===== src/rtl/logic_gate_pipe.sv =====
// logic_gate_pipe: selectable bitwise gate on two operands with an elastic valid/ready pipeline
//   clk/rst_n            clock, synchronous active-low reset
//   in_valid/in_ready    operand handshake carrying a, b and op (000 AND .. 111 PASS)
//   out_valid/out_ready  result handshake carrying y and its OR/AND reduction flags
//   result_count         wrapping count of delivered results
module logic_gate_pipe #(
  parameter int WIDTH  = 8,
  parameter int STAGES = 2,
  parameter int CNT_W  = 16
) (
  input  logic             clk,
  input  logic             rst_n,
  input  logic             in_valid,
  output logic             in_ready,
  input  logic [WIDTH-1:0] a,
  input  logic [WIDTH-1:0] b,
  input  logic [2:0]       op,
  output logic             out_valid,
  input  logic             out_ready,
  output logic [WIDTH-1:0] y,
  output logic             y_any,
  output logic             y_all,
  output logic [CNT_W-1:0] result_count
);
  if (STAGES < 1 || STAGES > 4) begin : g_bad_stages
    $error("logic_gate_pipe: STAGES must be 1..4");
  end
  if (WIDTH < 1 || WIDTH > 64) begin : g_bad_width
    $error("logic_gate_pipe: WIDTH must be 1..64");
  end
  logic [WIDTH-1:0] res_d;
  logic [STAGES:0]  rdy;
  logic [STAGES-1:0] vld, any_f, all_f;
  logic [WIDTH-1:0] ys [STAGES];
  logic [CNT_W-1:0] cnt_q, cnt_d;
  always_comb begin
    case (op)
      3'b000:  res_d = a & b;
      3'b001:  res_d = a | b;
      3'b010:  res_d = a ^ b;
      3'b011:  res_d = ~(a & b);
      3'b100:  res_d = ~(a | b);
      3'b101:  res_d = ~(a ^ b);
      3'b110:  res_d = a & ~b;
      default: res_d = a;
    endcase
  end
  assign rdy[STAGES] = out_ready;
  for (genvar s = 0; s < STAGES; s++) begin : g_stage
    logic             v_in, any_in, all_in;
    logic [WIDTH-1:0] y_in;
    logic             v_q, any_q, all_q;
    logic [WIDTH-1:0] d_q;
    if (s == 0) begin : g_head
      assign v_in   = in_valid;
      assign y_in   = res_d;
      assign any_in = |res_d;
      assign all_in = &res_d;
    end else begin : g_body
      assign v_in   = vld[s-1];
      assign y_in   = ys[s-1];
      assign any_in = any_f[s-1];
      assign all_in = all_f[s-1];
    end
    // a stage with no valid beat always takes new data, so bubbles collapse under a stall
    assign rdy[s]   = !v_q || rdy[s+1];
    assign vld[s]   = v_q;
    assign ys[s]    = d_q;
    assign any_f[s] = any_q;
    assign all_f[s] = all_q;
    // payload only moves with a valid beat so idle outputs keep their last value
    always_ff @(posedge clk) begin
      if (!rst_n) begin
        v_q   <= 1'b0;
        d_q   <= '0;
        any_q <= 1'b0;
        all_q <= 1'b0;
      end else if (rdy[s]) begin
        v_q <= v_in;
        if (v_in) begin
          d_q   <= y_in;
          any_q <= any_in;
          all_q <= all_in;
        end
      end
    end
  end
  assign in_ready     = rdy[0];
  assign out_valid    = vld[STAGES-1];
  assign y            = ys[STAGES-1];
  assign y_any        = any_f[STAGES-1];
  assign y_all        = all_f[STAGES-1];
  assign cnt_d        = cnt_q + CNT_W'(out_valid && out_ready);
  assign result_count = cnt_q;
  always_ff @(posedge clk) begin
    if (!rst_n) cnt_q <= '0;
    else cnt_q <= cnt_d;
  end
endmodule


===== config.mk =====
export PLATFORM = sky130hd
export DESIGN_NAME = logic_gate_pipe
export DESIGN_NICKNAME = d
export VERILOG_FILES = /design/src/rtl/logic_gate_pipe.sv
export SDC_FILE = /design/constraint.sdc
export NUM_CORES = 1
export LEC_CHECK = 0
export ABC_CLOCK_PERIOD_IN_PS = 3070
export BUFFER_PORTS_ARGS = -buffer_cell sky130_fd_sc_hd__clkbuf_2
export CAP_MARGIN = 25
export CORE_UTILIZATION = 40
export CTS_CLUSTER_SIZE = 16
export DETAILED_ROUTE_END_ITERATION = 7
export GPL_TIMING_DRIVEN = 1
export PLACE_DENSITY = 0.65
export SLEW_MARGIN = 20
export SYNTH_ARGS = -nofsm -noshare
export SYNTH_HDL_FRONTEND = slang
export SYNTH_SLANG_ARGS = --single-unit
export TNS_END_PERCENT = 20

===== constraint.sdc =====
create_clock -name clk -period 3.07 [get_ports clk]
set_input_delay 0.4605 -clock clk [delete_from_list [all_inputs] [get_ports clk]]
set_output_delay 0.4605 -clock clk [all_outputs]
set_load 0.005 [all_outputs]

==> flow_summary.ini <==
[grt]
track_usage_pct = 15.8
grt_max_degree = 40
grt_overflow = 0
grt_pass1_vias = 1937
antenna_found_initial = 0
grt_pass1_wl_um = 8290

[critical_path]
worstPathRequired_ps = 3230
cp_data_arrival_time_ps = 2450
startpoint_type = input pin
path_delay_family = compound AO/OA/AOI/OAI gates
critPathMaxFanout = 31
max_stage_delay_ps = 480
cp-end-kind = flip-flop
critPathSlowestCell = clkbuf_2
worstPathCellList = clkbuf_2, mux2_1, o221ai_1, o21ai_1, o41ai_1, and4_1, a31oi_1
critPathBufInv = 1
critPathKind = in -> reg

[yosys]
syn_area_um2 = 2530
synth_cell_types = 56
synth_edf_count = 0
synth_seq_area_share_pct = 30.1
synth.largest_area_cell = dfxtp_1
synthArstFlopShare_pct = 0
synth_top_area_share_pct = 30.1
synthFlopType = dfxtp_1
synth_compound_area_share_pct = 14.5
synthXorXnorAreaFrac_pct = 4.15
synthSimpleGateAreaFrac_pct = 20.3
synth_area_leaders = dfxtp_1 30%, ha_1 13%, mux2i_1 7.9%
synthCells = 281
synth_top_family_by_area = simple AND/OR/NAND/NOR gates
synthAdderAreaFrac_pct = 12.9
yosysWarnings = 0
avgSynthCellArea_um2 = 9.01
syn_nets = 330
synth_mux_area_share_pct = 11.9
ys_ff_latch = 38

[sta]
slew_headroom_pct = 53.1
setup_slack_ps = 785
finalSetupTns_ps = 0
worstMarginPinSlew_ps = 693
rsz0062_at_grt = false
finalSetupViolCount = 0
fin_crit_sh_pct = 74.4
hold_violations = 0
drv_slew = 0
fin_skew_ps = 6.60
finalCriticalPeriod_ps = 2280
fmax_ghz = 0.438

[detailed_routing]
drc = 0
vias = 2125
finalWirelength_um = 5010
vias_per_cell = 5.30
ant_nets = 0
avgRoutedWirePerCell_um = 12.5
drt_first_pass_iters = 4
detail_route.iter0.violations = 42

[cells_and_area]
final_layout_size_suffix_gt1_share_pct = 21.8
mostFrequentLayoutCell = clkbuf_2
n_antenna_cell = 0
postLayoutCellArea_um2 = 2900
final_cell_mix = 50 x clkbuf_2, 38 x dfxtp_1, 26 x ha_1
layout.nets = 374
synthToLayoutAreaGrowth_pct = 14.6

[floorplanning]
core_um2 = 6030
rows = 28
io_pins = 51
die_w_um = 81.6
die-area_um2 = 6650
fp.dieH_um = 81.6
start_util_pct = 42.0

[clock_tree]
cts_tree = done
h-tree-depth = 2
clkLatencyLatePin_ps = 290
clkTransAtPathRegs_ps = 70
ctsLongestPathBuffers = 2
ctsResizeCount = 0
cts.sinks = 38
holdBufCountCts = 0
postCtsSetupRepairBufs = 0
numCtsBuffers = 5
root_buffer = clkbuf_8

[placed_design]
place.gp.congestion = 0.796
dp_slack_ps = 521
port_buffers = 50
hpwlAfterDp_um = 3740
dpl_cell_area_um2 = 2810

[power]
power_density_nw_per_um2 = 367
p_leak_nw = 1.40
finalPower_w = 0.00106
irDropWorstVdd_v = 0.000263

[worst_hold_path]
min_path_type = in -> reg

[run_status]
status = complete, no violations

[flow_run]
maxCapViolations = 0
## synth_stat cells, drive strengths merged, types with 4 or more instances
cell type  number
a21boi          8
a21oi           7
and2           16
and3            5
buf             8
clkbuf          6
dfxtp          38
ha             26
inv            21
mux2            7
mux2i          20
nand2          20
nand3          10
nor2            7
nor2b          13
o211ai          6
o21ai           9
xnor2           8
xor2            4
## sequential cells by signal, indices dropped and copies added, names as in the netlist
signal	count
result_count	16
g_stage.d_q	8
y	8
g_stage.all_q	1
g_stage.any_q	1
g_stage.v_q	1
out_valid	1
y_all	1
y_any	1
## metrics by stage
step                      util, %  hold WS [ps]  instances
after global routing         48.1           467        401
final                        48.1           451        401
after global placement       46.6           453        393
after CTS                    48.1           442        401
after floorplan                 -           436        281
after detailed placement     46.6           460        393
## worst paths after layout
check,start,end,slack (ps),depth (start not counted)
max,op[2],g_stage[0].any_q,790,7
min,in_valid,g_stage[0].v_q,450,3
max reg2reg,out_valid,result_count[12],1300,8
min reg2reg,g_stage[0].d_q[5],g_stage[0].d_q[5],470,2
## per-layer routing
metal	wire, um	share of wire (%)	global-route usage (%)
met1	2380	47	18.9
met2	2380	47	28.5
met3	210	4.2	3.22
met4	48	0.96	3.75
met5	0	0	0
## worst register-to-register path: cells and delay by family, from the launching register on
family	cells	cell delay, ps
DFF	1	370
and+or+nand+nor	5	820
xor gates and xnor gates	1	140
adders and majority gates	2	360
## final cells by class
cell class	instances	area, um2
Timing Repair Buffer	51	258
Tap cell	75	93.8
Sequential cell	38	761
Clock buffer	6	82.6
Multi-Input combinational cell	208	1610
Clock inverter	2	12.5
Fill cell	621	3130
Inverter	21	78.8
## where the power goes
| group | leakage [nW] | internal, W | total, W | switching (W) |
|---|---|---|---|---|
| Clock | 0.0472 | 0.000180 | 0.000353 | 0.000173 |
| Sequential | 0.309 | 0.000508 | 0.000517 | 0.00000870 |
| Combinational | 1.04 | 0.0000856 | 0.000194 | 0.000108 |
## cell families (layout without fill, tap and decap cells)
group | after synthesis | after routing
AND/OR/NAND/NOR | 91 | 91
AO/OA/AOI/OAI | 51 | 51
flip-flops | 38 | 38
buffers and inverters | 35 | 80
multiplexers | 28 | 28
adder cells (fa/ha/maj) | 26 | 26
XOR/XNOR | 12 | 12
Power figures use the tool's default switching activity.
